<file path="config.mk">
export PLATFORM = sky130hd
export DESIGN_NAME = fetch_sequencer
export DESIGN_NICKNAME = d
export VERILOG_FILES = /design/src/rtl/fetch_pkg.sv /design/src/rtl/ret_addr_stack.sv /design/src/rtl/fetch_sequencer.sv
export SDC_FILE = /design/constraint.sdc
export NUM_CORES = 1
export LEC_CHECK = 0
export ABC_AREA = 1
export BUFFER_PORTS_ARGS = -buffer_cell sky130_fd_sc_hd__buf_2
export CAP_MARGIN = 5
export CELL_PAD_IN_SITES_DETAIL_PLACEMENT = 0
export CELL_PAD_IN_SITES_GLOBAL_PLACEMENT = 2
export CORE_MARGIN = 2
export CORE_UTILIZATION = 34
export CTS_CLUSTER_SIZE = 30
export DETAILED_ROUTE_END_ITERATION = 7
export PLACE_DENSITY = 0.91
export SYNTH_ARGS = -nofsm -noshare
export SYNTH_HDL_FRONTEND = slang
export SYNTH_SLANG_ARGS = --single-unit
export TNS_END_PERCENT = 20
</file>
<file path="constraint.sdc">
create_clock -name clk -period 2.6 [get_ports clk]
set_input_delay 0.52 -clock clk [delete_from_list [all_inputs] [get_ports clk]]
set_output_delay 0.52 -clock clk [all_outputs]
set_load 0.1 [all_outputs]
</file>
<file path="src/rtl/fetch_pkg.sv">
// Shared types and PC-select encodings for the fetch sequencer.
package fetch_pkg;

  typedef enum logic [1:0] {IDLE, RUN, DONE} fetch_state_t;

  localparam logic [2:0] HOLD   = 3'd0;
  localparam logic [2:0] RET    = 3'd1;
  localparam logic [2:0] CALL   = 3'd2;
  localparam logic [2:0] JUMP   = 3'd3;
  localparam logic [2:0] BRANCH = 3'd4;
  localparam logic [2:0] INC    = 3'd5;

endpackage

</file>
<file path="src/rtl/ret_addr_stack.sv">
// Return-address LIFO; a push while full or a pop while empty is ignored here,
// and the sequencer records those events in its sticky flags.
module ret_addr_stack #(
  parameter int D         = 12,
  parameter int RAS_DEPTH = 4
) (
  input  logic         clk,
  input  logic         reset,
  input  logic         clear,
  input  logic         push,
  input  logic         pop,
  input  logic [D-1:0] push_data,
  output logic [D-1:0] top,
  output logic         full,
  output logic         empty
);
  localparam int CNT_W = $clog2(RAS_DEPTH + 1);
  localparam int IDX_W = (RAS_DEPTH > 1) ? $clog2(RAS_DEPTH) : 1;

  logic [D-1:0]     mem [RAS_DEPTH];
  logic [CNT_W-1:0] count;
  logic [CNT_W-1:0] top_ptr;

  assign full    = (count == CNT_W'(RAS_DEPTH));
  assign empty   = (count == '0);
  assign top_ptr = count - 1'b1;
  assign top     = empty ? '0 : mem[top_ptr[IDX_W-1:0]];

  always_ff @(posedge clk) begin
    if (reset || clear)
      count <= '0;
    else if (pop && !empty)
      count <= count - 1'b1;
    else if (push && !full)
      count <= count + 1'b1;
  end

  // Storage has no reset; occupancy alone defines which entries are valid.
  always_ff @(posedge clk) begin
    if (!reset && !clear && !pop && push && !full)
      mem[count[IDX_W-1:0]] <= push_data;
  end

endmodule

</file>
<file path="src/rtl/fetch_sequencer.sv">
// Program counter and run control: req/done handshake, end-address and halt
// detection, branch/jump/call/return with a return-address stack, run-cycle counter.
module fetch_sequencer
  import fetch_pkg::*;
#(
  parameter int D         = 12,
  parameter int RAS_DEPTH = 4,
  parameter int CW        = 16,
  parameter int END_ADDR  = 128
) (
  input  logic          clk,
  input  logic          reset,
  input  logic          req,
  input  logic [D-1:0]  start_addr,
  input  logic          stall,
  input  logic          halt,
  input  logic          branch_en,
  input  logic          jump_en,
  input  logic          call_en,
  input  logic          ret_en,
  input  logic [D-1:0]  target,
  output logic [D-1:0]  prog_ctr,
  output logic          running,
  output logic          done,
  output logic          ras_ovf,
  output logic          ras_unf,
  output logic [CW-1:0] cycle_cnt
);
  localparam logic [D-1:0] END_PC = D'(END_ADDR);

  fetch_state_t state;
  logic [2:0]   pc_sel;
  logic         finish;
  logic         ras_clear;
  logic [D-1:0] ras_top;
  logic         ras_full;
  logic         ras_empty;

  assign finish = halt || (prog_ctr == END_PC);

  always_comb begin
    pc_sel = HOLD;
    if (state == RUN && !stall) begin
      if (finish)         pc_sel = HOLD;
      else if (ret_en)    pc_sel = RET;
      else if (call_en)   pc_sel = CALL;
      else if (jump_en)   pc_sel = JUMP;
      else if (branch_en) pc_sel = BRANCH;
      else                pc_sel = INC;
    end
  end

  assign ras_clear = (state != RUN) && req;

  ret_addr_stack #(
    .D         (D),
    .RAS_DEPTH (RAS_DEPTH)
  ) u_ras (
    .clk       (clk),
    .reset     (reset),
    .clear     (ras_clear),
    .push      (pc_sel == CALL),
    .pop       (pc_sel == RET),
    .push_data (prog_ctr + 1'b1),
    .top       (ras_top),
    .full      (ras_full),
    .empty     (ras_empty)
  );

  always_ff @(posedge clk) begin
    if (reset) begin
      state     <= IDLE;
      prog_ctr  <= '0;
      running   <= 1'b0;
      done      <= 1'b0;
      ras_ovf   <= 1'b0;
      ras_unf   <= 1'b0;
      cycle_cnt <= '0;
    end else begin
      case (state)
        IDLE, DONE: begin
          if (req) begin
            state     <= RUN;
            prog_ctr  <= start_addr;
            running   <= 1'b1;
            done      <= 1'b0;
            ras_ovf   <= 1'b0;
            ras_unf   <= 1'b0;
            cycle_cnt <= '0;
          end
        end
        RUN: begin
          // Counts every RUN cycle, including stalls and the finishing cycle.
          if (cycle_cnt != '1)
            cycle_cnt <= cycle_cnt + 1'b1;
          if (!stall && finish) begin
            state   <= DONE;
            running <= 1'b0;
            done    <= 1'b1;
          end
          case (pc_sel)
            RET: begin
              if (ras_empty) begin
                ras_unf  <= 1'b1;
                prog_ctr <= prog_ctr + 1'b1;
              end else begin
                prog_ctr <= ras_top;
              end
            end
            CALL: begin
              if (ras_full)
                ras_ovf <= 1'b1;
              prog_ctr <= target;
            end
            JUMP:    prog_ctr <= target;
            BRANCH:  prog_ctr <= prog_ctr + target;
            INC:     prog_ctr <= prog_ctr + 1'b1;
            default: prog_ctr <= prog_ctr;
          endcase
        end
        default: begin
          state   <= IDLE;
          running <= 1'b0;
          done    <= 1'b0;
        end
      endcase
    end
  end

endmodule

</file>
Word-level counts from Yosys, hierarchy flattened
Memory sizes are Yosys's and may differ from the RTL's.
Index checks and enable logic that the tools add are counted.
{"block": "word_totals", "regBits": 37, "ramBits": 48, "inputBits": 33, "output_inout_bits": 32, "word_cells": 93, "n_memories": 1}
{"block": "op_classes", "n_addsub": 5, "eq_ne": 19, "mux": 32, "n_reduce_logical": 28}
{"name": "u_ras.mem", "words": 4, "word_bits": 12, "rd": 1, "rd_ports_with_merged_regs": 0, "write_ports": 1, "line_no": "ret_addr_stack.sv:20", "source": "logic [D-1:0] mem [RAS_DEPTH];"}
{"op": "$pmux 12 s4", "n": 1}
{"op": "$mux 16", "n": 2}
{"op": "$pmux 16 s2", "n": 1}
{"op": "$mux 12", "n": 2}
{"op": "$pmux 12 s2", "n": 1}
{"op": "$mux 3", "n": 7}
{"op": "$add 16x1->16 const B", "n": 1}
{"op": "$ne 16x16->1 const B", "n": 1}
{"op": "$ne 2x1->1 const B", "n": 7}
{"op": "$add 12x1->12 const B", "n": 1}
{"op": "$add 12x12->12", "n": 1}
{"op": "$eq 12x8->1 const B", "n": 1}
{"op": "$mux 1", "n": 11}
{"op": "$eq 3x3->1 const B", "n": 3}
{"op": "$logic_and 1x1->1", "n": 9}
{"op": "$pmux 1 s2", "n": 4}
{"op": "$reduce_and 4->1", "n": 2}
{"op": "$eq 3x2->1 const B", "n": 2}
{"op": "$logic_not 1->1", "n": 6}
{"op": "$reduce_and 3->1", "n": 2}
{"op": "$ne 5x2->1 const B", "n": 1}
{"op": "$mux 2", "n": 2}
{"op": "$pmux 2 s2", "n": 1}
{"op": "$reduce_bool 2->1", "n": 2}
{"op": "11 further kinds", "n": 13}

Longest topological paths before layout
Gate-level depths: netlist of run 1.
{"block": "depth", "word_depth": 13, "mapped_depth": 15}

Modules after synthesis
From an unflattened synthesis of run 1, not the netlist that was laid out.
{"block": "hier_totals", "hier_cells": 746, "hier_area_um2": 5313.8}
{"mod": "fetch_sequencer", "instances": 1, "cells_each": 554, "area_each_um2": 3145.5, "seq_area_each_um2": 680.7}
{"mod": "ret_addr_stack", "instances": 1, "cells_each": 192, "area_each_um2": 2168.3, "seq_area_each_um2": 1501.4}

Worst setup path after synthesis of run 1
No wires, ideal clock.
{"block": "synth_timing", "kind": "register to register", "startpoint": "reg prog_ctr[0]", "endpoint": "mem u_ras.mem[1][0], enable pin", "setup_time_ps": 380, "arrival_time_ps": 2779, "t_required_ps": 2220, "path_slack_ps": -560, "stages_incl_launch_ff": 10, "path_buffers": 0, "path_cell_list": "dfxtp_1 > inv_1 > ha_1 > nand2_1 > nor2_1 > nand3_4 > nand3_4 > nor2_2 > nand3_1 > nor2_1"}
{"block": "synth_between", "elab_chain_len": 11, "elab_cells_between_ends": 12}
{"element": "from (decl)", "line_no": "fetch_sequencer.sv:22", "source": "output logic [D-1:0] prog_ctr,"}
{"element": "from (signal assigned)", "line_no": "fetch_sequencer.sv:84", "source": "prog_ctr <= start_addr;"}
{"element": "from (signal assigned)", "line_no": "fetch_sequencer.sv:105", "source": "prog_ctr <= prog_ctr + 1'b1;"}
{"element": "from (signal assigned)", "line_no": "fetch_sequencer.sv:107", "source": "prog_ctr <= ras_top;"}
{"element": "$eq 12x8->1 *", "line_no": "fetch_sequencer.sv:39", "source": "assign finish = halt || (prog_ctr == END_PC);"}
{"element": "$logic_or 1x1->1 *", "line_no": "fetch_sequencer.sv:39"}
{"element": "$mux 3 *", "line_no": "fetch_sequencer.sv:44", "source": "if (finish) pc_sel = HOLD;"}
{"element": "$mux 3 *", "line_no": "fetch_sequencer.sv:43", "source": "if (state == RUN && !stall) begin"}
{"element": "$eq 3x1->1", "line_no": "fetch_sequencer.sv:63", "source": ".pop (pc_sel == RET),"}
{"element": "$logic_not 1->1", "line_no": "ret_addr_stack.sv:40", "source": "if (!reset && !clear && !pop && push && !full)"}
{"element": "$logic_and 1x1->1", "line_no": "ret_addr_stack.sv:40"}
{"element": "$logic_and 1x1->1 * (2 in a row)", "line_no": "ret_addr_stack.sv:40"}
{"element": "$mux 1 *", "line_no": "ret_addr_stack.sv:40"}
{"element": "$mux 1 (not written as such) *", "line_no": "ret_addr_stack.sv:41", "source": "mem[count[IDX_W-1:0]] <= push_data;"}
{"element": "to (decl)", "line_no": "ret_addr_stack.sv:20"}
Mark *: on every way between the ends. The rest lies on a longest branch, timed or not.

Worst setup path after layout of run 1
{"block": "layout_timing", "startpoint": "reg prog_ctr[0]", "endpoint": "mem u_ras.mem[1][5], enable pin"}
Same word-level chain as after synthesis.

==> impl_metrics.tcl, run 1 <==
set metrics [dict create \
    outcome "complete, no violations" \
    cts_resized 0 \
    clkTransAtPathRegs_ps 70 \
    antenna_found_initial 0 \
    synth_seq_area_share_pct 41.2 \
    drc 0 \
    post-route-min-period_ps 2210 \
    end_kind "flip-flop" \
    hold_buffers 0 \
    final_util_pct 40.2 \
    portBuffers 64 \
    placedInstanceArea_mm2 0.00582 \
    drt_pass1_iterations 7 \
    nNetsFinal 826 \
    synth.cell_area_mm2 0.00530 \
    cts_setup_buffers 0 \
    fillCellCount 1621 \
    crit_type "flip-flop to flip-flop" \
    postRouteAntennaNets 0 \
    max_freq_mhz 453 \
    synth-main-ff-cell "edfxtp_1" \
    cp.arrival_ps 2260 \
    numCtsBuffers 9 \
    synth-seq-cells 85 \
    grt_pass1_vias 4718 \
    hp-class "primary input to flip-flop" \
    ys_async_sr_fraction_pct 0 \
    power.density_mw_per_mm2 586 \
    dieArea_mm2 0.0166 \
    io_pins 65 \
    dp_hpwl_um 11100 \
    tightest_slew_ps 595 \
    drive_above_1_share_pct 16.3 \
    cts_tree "done" \
    ir_drop_mv 0.254 \
    die_h_um 129 \
    grt_overflow 0 \
    final_cell_area_mm2 0.00611 \
    root_buffer "clkbuf_16" \
    vias_per_cell 5.00 \
    required_ps 2650 \
    grt_util_all_layers_pct 18.8 \
    area_growth_pct 15.3 \
    initial_utilization_pct 34.9 \
    grt_pass1_wl_um 23900 \
    relSlewSlack_pct 60.1 \
    synthCells 707 \
    tns_ps 0 \
    diodes 0 \
    grt_setup_unrepaired "false" \
    grt_max_degree 28 \
    clockBufferDepth 2 \
    yosys_warnings 0 \
    synth_cell_types 45 \
    design.core.area_mm2 0.0152 \
    h-tree-depth 3 \
    maxCapViolations 0 \
    row_count 45 \
    wire_per_inst_um 15.3 \
    synth_edf_count 48 \
    finalSetupViolCount 0 \
    power.leakage_uw 0.00263 \
    clock_skew_ps 9.25 \
    start_kind "flip-flop" \
    die_w_um 129 \
    post-route-period-util_pct 84.8 \
    whs_ps 434 \
    worstSkewPairLatency_ps 360 \
    clkSinkCount 85 \
    drv_slew 0 \
    place_congestion 0.886 \
    vias 4832 \
    cp_max_fo 12 \
    drt_first_iter_violations 273 \
    avgSynthCellArea_um2 7.50 \
    syn-num-nets 760 \
    hold_violations 0 \
    wl_um 14800 \
]
==> state kept, by name, indices dropped and copies added, names as in the netlist, 2 cells and up <==
register,count
u_ras.mem,48
cycle_cnt,16
prog_ctr,12
u_ras.count,3
state,2
==> logic make-up (layout without fill, tap and decap cells) <==
| family | Yosys count | after routing | share of synthesized area, % |
|---|---|---|---|
| buffers and inverters | 96 | 167 | 7.84 |
| xor gates and xnor gates | 13 | 13 | 2.15 |
| and+or+nand+nor | 387 | 387 | 33.1 |
| AOI/OAI and AO/OA | 106 | 106 | 10.9 |
| adders and majority gates | 20 | 20 | 4.86 |
| DFF | 85 | 85 | 41.2 |
==> area by class of cell <==
class,count,area (µm²),share of cell area [%]
Inverter,76,285,4.67
Tap cell,188,235,3.85
Multi-Input combinational cell,526,2700,44.2
Clock inverter,7,73.8,1.21
Clock buffer,9,225,3.68
Sequential cell,85,2190,35.8
Timing Repair Buffer,75,403,6.59
==> cells in the mapped netlist, types with 2 or more instances <==
master / n / area share, %
inv_2: 7 / 0.50
nand3b_1: 4 / 0.57
dfxtp_1: 37 / 14
buf_6: 4 / 0.85
nor3_1: 8 / 0.76
nand2_1: 180 / 13
nand2_2: 2 / 0.24
ha_1: 19 / 4.5
nand4_1: 15 / 1.8
xor2_1: 10 / 1.7
a21oi_1: 41 / 3.9
o22ai_1: 5 / 0.59
nand3_4: 3 / 0.99
nor2_1: 96 / 6.8
or2_2: 3 / 0.35
buf_2: 11 / 1.0
and2_1: 2 / 0.24
a211oi_1: 2 / 0.28
clkbuf_1: 4 / 0.28
o21ai_0: 41 / 3.9
clkinv_1: 2 / 0.14
o21ai_1: 3 / 0.28
nor2_2: 3 / 0.35
inv_1: 67 / 4.7
a31oi_1: 3 / 0.35
o211ai_1: 5 / 0.71
nand3_1: 57 / 5.4
edfxtp_1: 48 / 27
nor2_4: 4 / 0.85
xnor2_1: 3 / 0.50
nand2_4: 4 / 0.85
==> metrics by stage <==
step           power (µW)  instances  setup slack [ps]
4_1_cts              3620        966               375
6_report             3580        966               394
3_3_place_gp         2310        950               223
5_1_grt              3760        966               172
3_5_place_dp         2310        950               242
2_1_floorplan        2120        707              -146
==> worst max-delay path, cell delays in order, from the launching register on <==
cell and delay (ps):
dfxtp_2 410, inv_1 150, ha_1 220, nand2_1 60, nor2_1 60, nand3_4 160, nand3_4 150, nor2_2 170
nand3_1 150, nor2_1 140, buf_4 230
==> power breakdown <==
| part | internal, µW | total (µW) | leakage (µW) | switching [µW] |
|---|---|---|---|---|
| registers | 1470 | 1520 | 0.000746 | 58.0 |
| clock network | 684 | 1290 | 0.000149 | 607 |
| logic | 200 | 764 | 0.00174 | 564 |
==> cell usage in the layout (no fill, tap or decap), types with 2 or more instances in the layout <==
master / count
clkinv_1: 2
nand2_4: 4
o21ai_1: 3
nand3_1: 57
a211oi_1: 2
clkbuf_16: 9
inv_2: 7
nand3_4: 3
nor2_4: 4
clkinv_4: 2
buf_2: 64
xor2_1: 10
inv_8: 5
o21ai_0: 41
edfxtp_1: 48
dfxtp_2: 5
nor2_2: 3
a31oi_1: 3
buf_4: 11
a21oi_1: 41
or2_2: 3
o22ai_1: 5
o211ai_1: 5
inv_1: 67
ha_1: 19
nor2_1: 96
nand3b_1: 4
nand4_1: 15
dfxtp_1: 32
nand2_1: 180
nor3_1: 8
xnor2_1: 3
nand2_2: 2
and2_1: 2
==> path summary, 6_finish.rpt <==
check / depth (start not counted) / slack (ps) / endpoint / startpoint
setup / recovery: 10 / 390 / u_ras.mem[1][5] / prog_ctr[0]
hold / removal: 3 / 430 / prog_ctr[6] / start_addr[6]
setup reg to reg: 10 / 390 / u_ras.mem[1][5] / prog_ctr[0]
hold reg to reg: 2 / 460 / running / running
==> metal layers <==
metal  global-route usage (%)  wire length (µm)  vias up  part of all wire (%)
li1                         -                 -     2482                     -
met1                     23.9              6890     2240                    47
met2                     32.1              7070       92                    48
met3                     3.58               511       18                   3.5
met4                     6.20               300        0                   2.0
met5                        0                 0        -                     0
No activity file was read; power rests on OpenSTA's default activity.
==> run 2, diff against run 1 <==
- clock period: 2.6 -> 2.1 ns (I/O delays scaled with it)
==> run 2 against run 1 <==
Cell count rose by 1.4%. Highest routed layer unchanged. Flip-flop and latch count did not move. Clock-buffer cell count did not move. Critical path depth did not move. Via count rose by 1.5%. Clock power rose by 19%. Largest power group unchanged.
==> impl_metrics.tcl, run 2 (synthesis results as in run 1) <==
set metrics [dict create \
    drc 0 \
    start_kind "flip-flop" \
    power.leakage_uw 0.00271 \
    grtUsageMet3_pct 3.33 \
    diodes 0 \
    row_count 45 \
    grt_max_degree 28 \
    vias_per_cell 5.00 \
    clkSinkCount 85 \
    post-route-period-util_pct 94.0 \
    hold_violations 0 \
    design.core.area_mm2 0.0152 \
    antenna_found_initial 0 \
    cp_max_fo 12 \
    nNetsFinal 840 \
    finalSetupViolCount 0 \
    max_stage_delay_ps 410 \
    met2_usage_pct 31.6 \
    whs_ps 321 \
    power.density_mw_per_mm2 690 \
    dp_hpwl_um 11300 \
    ir_drop_mv 0.306 \
    vias 4904 \
    drive_above_1_share_pct 20.6 \
    cp_cell_sequence "inv_4 -> ha_4 -> nand2_2 -> nor2_2 -> nand3_4 -> nand3_4 -> nor2_4 -> nand3_4 -> nor2_4 -> buf_12" \
    grt_overflow 0 \
    cts_tree "done" \
    crit_slowest_cell "dfxtp_4" \
    post-route-min-period_ps 1970 \
    initial_utilization_pct 34.9 \
    dieArea_mm2 0.0166 \
    clock_skew_ps 10.0 \
    tightest_slew_ps 491 \
    drv_slew 0 \
    max_freq_mhz 507 \
    hp-class "primary input to flip-flop" \
    required_ps 2160 \
    most-common-layout-cells "nand2_1, nor2_1, inv_1" \
    relSlewSlack_pct 67.2 \
    maxCapViolations 0 \
    end_kind "flip-flop" \
    crit_type "flip-flop to flip-flop" \
    fillCellCount 1551 \
    place_congestion 0.888 \
    outcome "complete, no violations" \
    die_h_um 129 \
    top_usage_layer "met2" \
    wire_per_inst_um 15.1 \
    grt_pass1_wl_um 23800 \
    drt_first_iter_violations 239 \
    power.total_uw 4400 \
    wl_um 14800 \
    portBuffers 64 \
    numCtsBuffers 9 \
    worstSkewPairLatency_ps 350 \
    h-tree-depth 3 \
    largest_reg_flops 48 \
    grt_util_all_layers_pct 18.4 \
    grt_setup_unrepaired "true" \
    layout_commonest_cell "nand2_1" \
    cp_common_cell "nand3_4" \
    area_growth_pct 20.3 \
    globalRouteMet1Util_pct 23.5 \
    die_w_um 129 \
    cts_setup_buffers 0 \
    cp.arrival_ps 2030 \
    io_pins 65 \
    drt_pass1_iterations 4 \
    clockBufferDepth 2 \
    clkTransAtPathRegs_ps 60 \
    root_buffer "clkbuf_16" \
    grt_pass1_vias 4721 \
    postRouteAntennaNets 0 \
]
run 2: cell types whose count changed in the layout (fill, tap and decap cells not counted), sizes merged:
cell	previous run	this run
inv	79	77
clkinvlp	0	2
buf	75	89
run 2: critical path: cells and delay by family (launching register included):
kind,cells,cell delay (ps)
flip-flops,1,410
buffers and inverters,2,220
AND/OR/NAND/NOR,7,860
adder cells (fa/ha/maj),1,160
run 2: cell type report:
class,instances,area [µm²],area share [%]
inverters,76,295,4.63
well taps,188,235,3.69
clock inverters,7,57.6,0.903
clock buffers,9,225,3.53
multi-input cells,526,2780,43.6
repair buffers,89,571,8.95
flip-flops and latches,85,2210,34.7
run 2: per-layer routing:
| metal | vias up | wire length, µm |
|---|---|---|
| met3 | 22 | 463 |
| met5 | - | 0 |
| met1 | 2288 | 6940 |
| li1 | 2506 | - |
| met2 | 88 | 7120 |
| met4 | 0 | 266 |
run 2: where the power goes:
part           switching, µW  internal, µW
combinational            695           280
sequential              78.7          1820
clock                    709           818
total                   1480          2920
run 2: worst paths after layout:
kind | from | to | slack (ps) | cells after the start
setup / recovery | prog_ctr[0] | u_ras.mem[1][0] | 130 | 10
hold reg to reg | done | done | 460 | 2
hold / removal | reset | done | 320 | 2
setup reg to reg | prog_ctr[0] | u_ras.mem[1][0] | 130 | 10
run 2: what timing repair did:
item / CTS / global route
endpoints found under the setup margin: 0 / 14
hold buffers: 0 / 0
gates resized for setup: 0 / 6
run 2: stage by stage:
stage,worst slack [ps],cells,cell area [µm²],utilization [%],setup TNS [ps]
2_1_floorplan,-112,707,5400,-,-914
3_3_place_gp,-21.4,964,6080,40.0,-21.4
3_5_place_dp,-32.8,964,6080,40.0,-39.2
4_1_cts,82.8,980,6360,41.9,0
5_1_grt,-11.7,980,6370,41.9,-21.9
6_report,127,980,6370,41.9,0
==> run 3, diff against run 2 <==
- GPL_TIMING_DRIVEN: default -> 0
- MAX_ROUTING_LAYER: default -> met4
==> run 3 against run 2 <==
Fmax shrank 4.4%. Non-clock buffer count grew 11. Wire length grew 5.8%. Worst setup slack lost 92 ps.
==> impl_metrics.tcl, run 3 (synthesis results as in run 1) <==
set metrics [dict create \
    grt_util_all_layers_pct 20.2 \
    r2r-end "prog_ctr[7]" \
    cp.arrival_ps 2270 \
    root_buffer "clkbuf_16" \
    area_growth_pct 25.9 \
    max_freq_mhz 484 \
    tns_ps 0 \
    postRouteAntennaNets 0 \
    crit_family "buffers and inverters" \
    layout_commonest_cell "nand2_1" \
    clkTransAtPathRegs_ps 70 \
    clock_skew_ps 8.83 \
    start_kind "flip-flop" \
    drv_slew 0 \
    drc 0 \
    die_h_um 129 \
    highest_layer "met4" \
    power.density_mw_per_mm2 698 \
    wl_met1_um 7150 \
    outcome "complete, no violations" \
    final_util_pct 43.9 \
    max_stage_delay_ps 350 \
    antenna_found_initial 0 \
    wire_per_inst_um 15.8 \
    met3_length_um 606 \
    clockBufferDepth 2 \
    relSlewSlack_pct 65.8 \
    drive_above_1_share_pct 24.3 \
    worstSkewPairLatency_ps 350 \
    fillCellCount 1533 \
    design.core.area_mm2 0.0152 \
    initial_utilization_pct 34.9 \
    grt_pass1_vias 4771 \
    largest_reg_flops 48 \
    whs_ps 356 \
    dieArea_mm2 0.0166 \
    cp_max_fo 8 \
    die_w_um 129 \
    grt_max_degree 17 \
    dp_hpwl_um 11800 \
    grt_overflow 0 \
    finalSetupViolCount 0 \
    min_from "start_addr[2]" \
    drt_pass1_iterations 6 \
    required_ps 2310 \
    vias 5021 \
    power.total_uw 4660 \
    end_kind "flip-flop" \
    diodes 0 \
    power.leakage_uw 0.00282 \
    grt_pass1_wl_um 25000 \
    cts_tree "done" \
    hold_buffers 0 \
    grt_setup_unrepaired "true" \
    seqCellArea_mm2 0.00222 \
    vias_per_cell 5.07 \
    drt_first_iter_violations 328 \
    wl_um 15600 \
    numCtsBuffers 9 \
    ir_drop_mv 0.359 \
    maxCapViolations 0 \
    hold_violations 0 \
    most-common-layout-cells "nand2_1, nor2_1, buf_2" \
    hp-class "primary input to flip-flop" \
    r2r-start "u_ras.count[0]" \
    worstHoldPathCells 3 \
    post-route-min-period_ps 2060 \
    path_buf_inv 5 \
    clkSinkCount 85 \
    crit_type "flip-flop to flip-flop" \
    row_count 45 \
    regToRegSetupSlack_ps 40 \
    ff2ff_path_depth 15 \
    cp_common_cell "nand2_1" \
    cp_cell_sequence "buf_6 -> inv_8 -> buf_12 -> ha_4 -> buf_8 -> buf_4 -> nor2_1 -> o21ai_1 -> o21ai_1 -> nand2_1 -> nand2_2 -> a21oi_2 -> nand2_1 -> nand2_1 -> a21oi_1" \
    post-route-period-util_pct 98.3 \
    tightest_slew_ps 513 \
    place_congestion 0.897 \
    nNetsFinal 851 \
    portBuffers 63 \
    crit_start "u_ras.count[0]" \
    io_pins 65 \
    multi_input_area_mm2 0.00289 \
    dr_wl_met2_um 7500 \
    h-tree-depth 3 \
    min_to "prog_ctr[2]" \
    crit_slowest_cell "dfxtp_2" \
]
==> run 3: cell count changes in the layout (fill, tap and decap cells not counted), moves of 4 or more <==
cell	before	now
o21ai_0	41	28
o21ai_1	3	13
buf_4	20	12
buf_2	64	71
buf_6	0	6
a21oi_1	41	37
a21oi_2	1	5
==> run 3: metrics by stage <==
stage	worst slack [ps]	std cells	area, µm²
3_3_place_gp	-734	958	5950
4_1_cts	-60.3	977	6400
3_5_place_dp	-782	958	5950
5_1_grt	-63.4	991	6670
6_report	35.1	991	6670
2_1_floorplan	-112	707	5400
==> run 3: worst min-delay path, cell delays in order <==
cell,delay [ps]
buf_2,80
a21oi_1,60
a21oi_1,110
==> run 3: per-layer routing <==
metal	vias up	GRT usage, %
met3	23	2.74
met2	113	32.8
met5	-	-
met1	2353	25.7
met4	0	7.35
li1	2532	-
==> run 3: layout make-up <==
type	instances	area share, %
plain buffers	20	2.70
clock buffers	9	3.37
clock inverters	7	1.57
inverters	76	4.61
multi-input cells	526	43.4
flip-flops and latches	85	33.2
well taps	188	3.52
repair buffers	80	7.65
==> run 3: where the power goes <==
part	internal, µW	switching [µW]
clock network	1060	703
logic	286	709
registers	1820	80.9
total	3170	1490
==> run 3: worst max-delay path by stage <==
| stage | endpoint | cells after the start | slack, ps |
|---|---|---|---|
| 3_3_place_gp | prog_ctr[10] | 14 | -730 |
| 3_5_place_dp | prog_ctr[1] | 13 | -780 |
| 4_1_cts | u_ras.mem[0][0] | 9 | -60 |
| 5_1_grt | prog_ctr[1] | 13 | -60 |
| 6_report | prog_ctr[7] | 15 | 40 |
| 2_1_floorplan | cycle_cnt[14] | 11 | -110 |
==> run 3: what timing repair did <==
item,4_1_cts,5_1_grt
gates cloned,1,1
resized for setup,24,42
pin swaps,6,29
buffers inserted,2,13
setup endpoints to repair,64,55
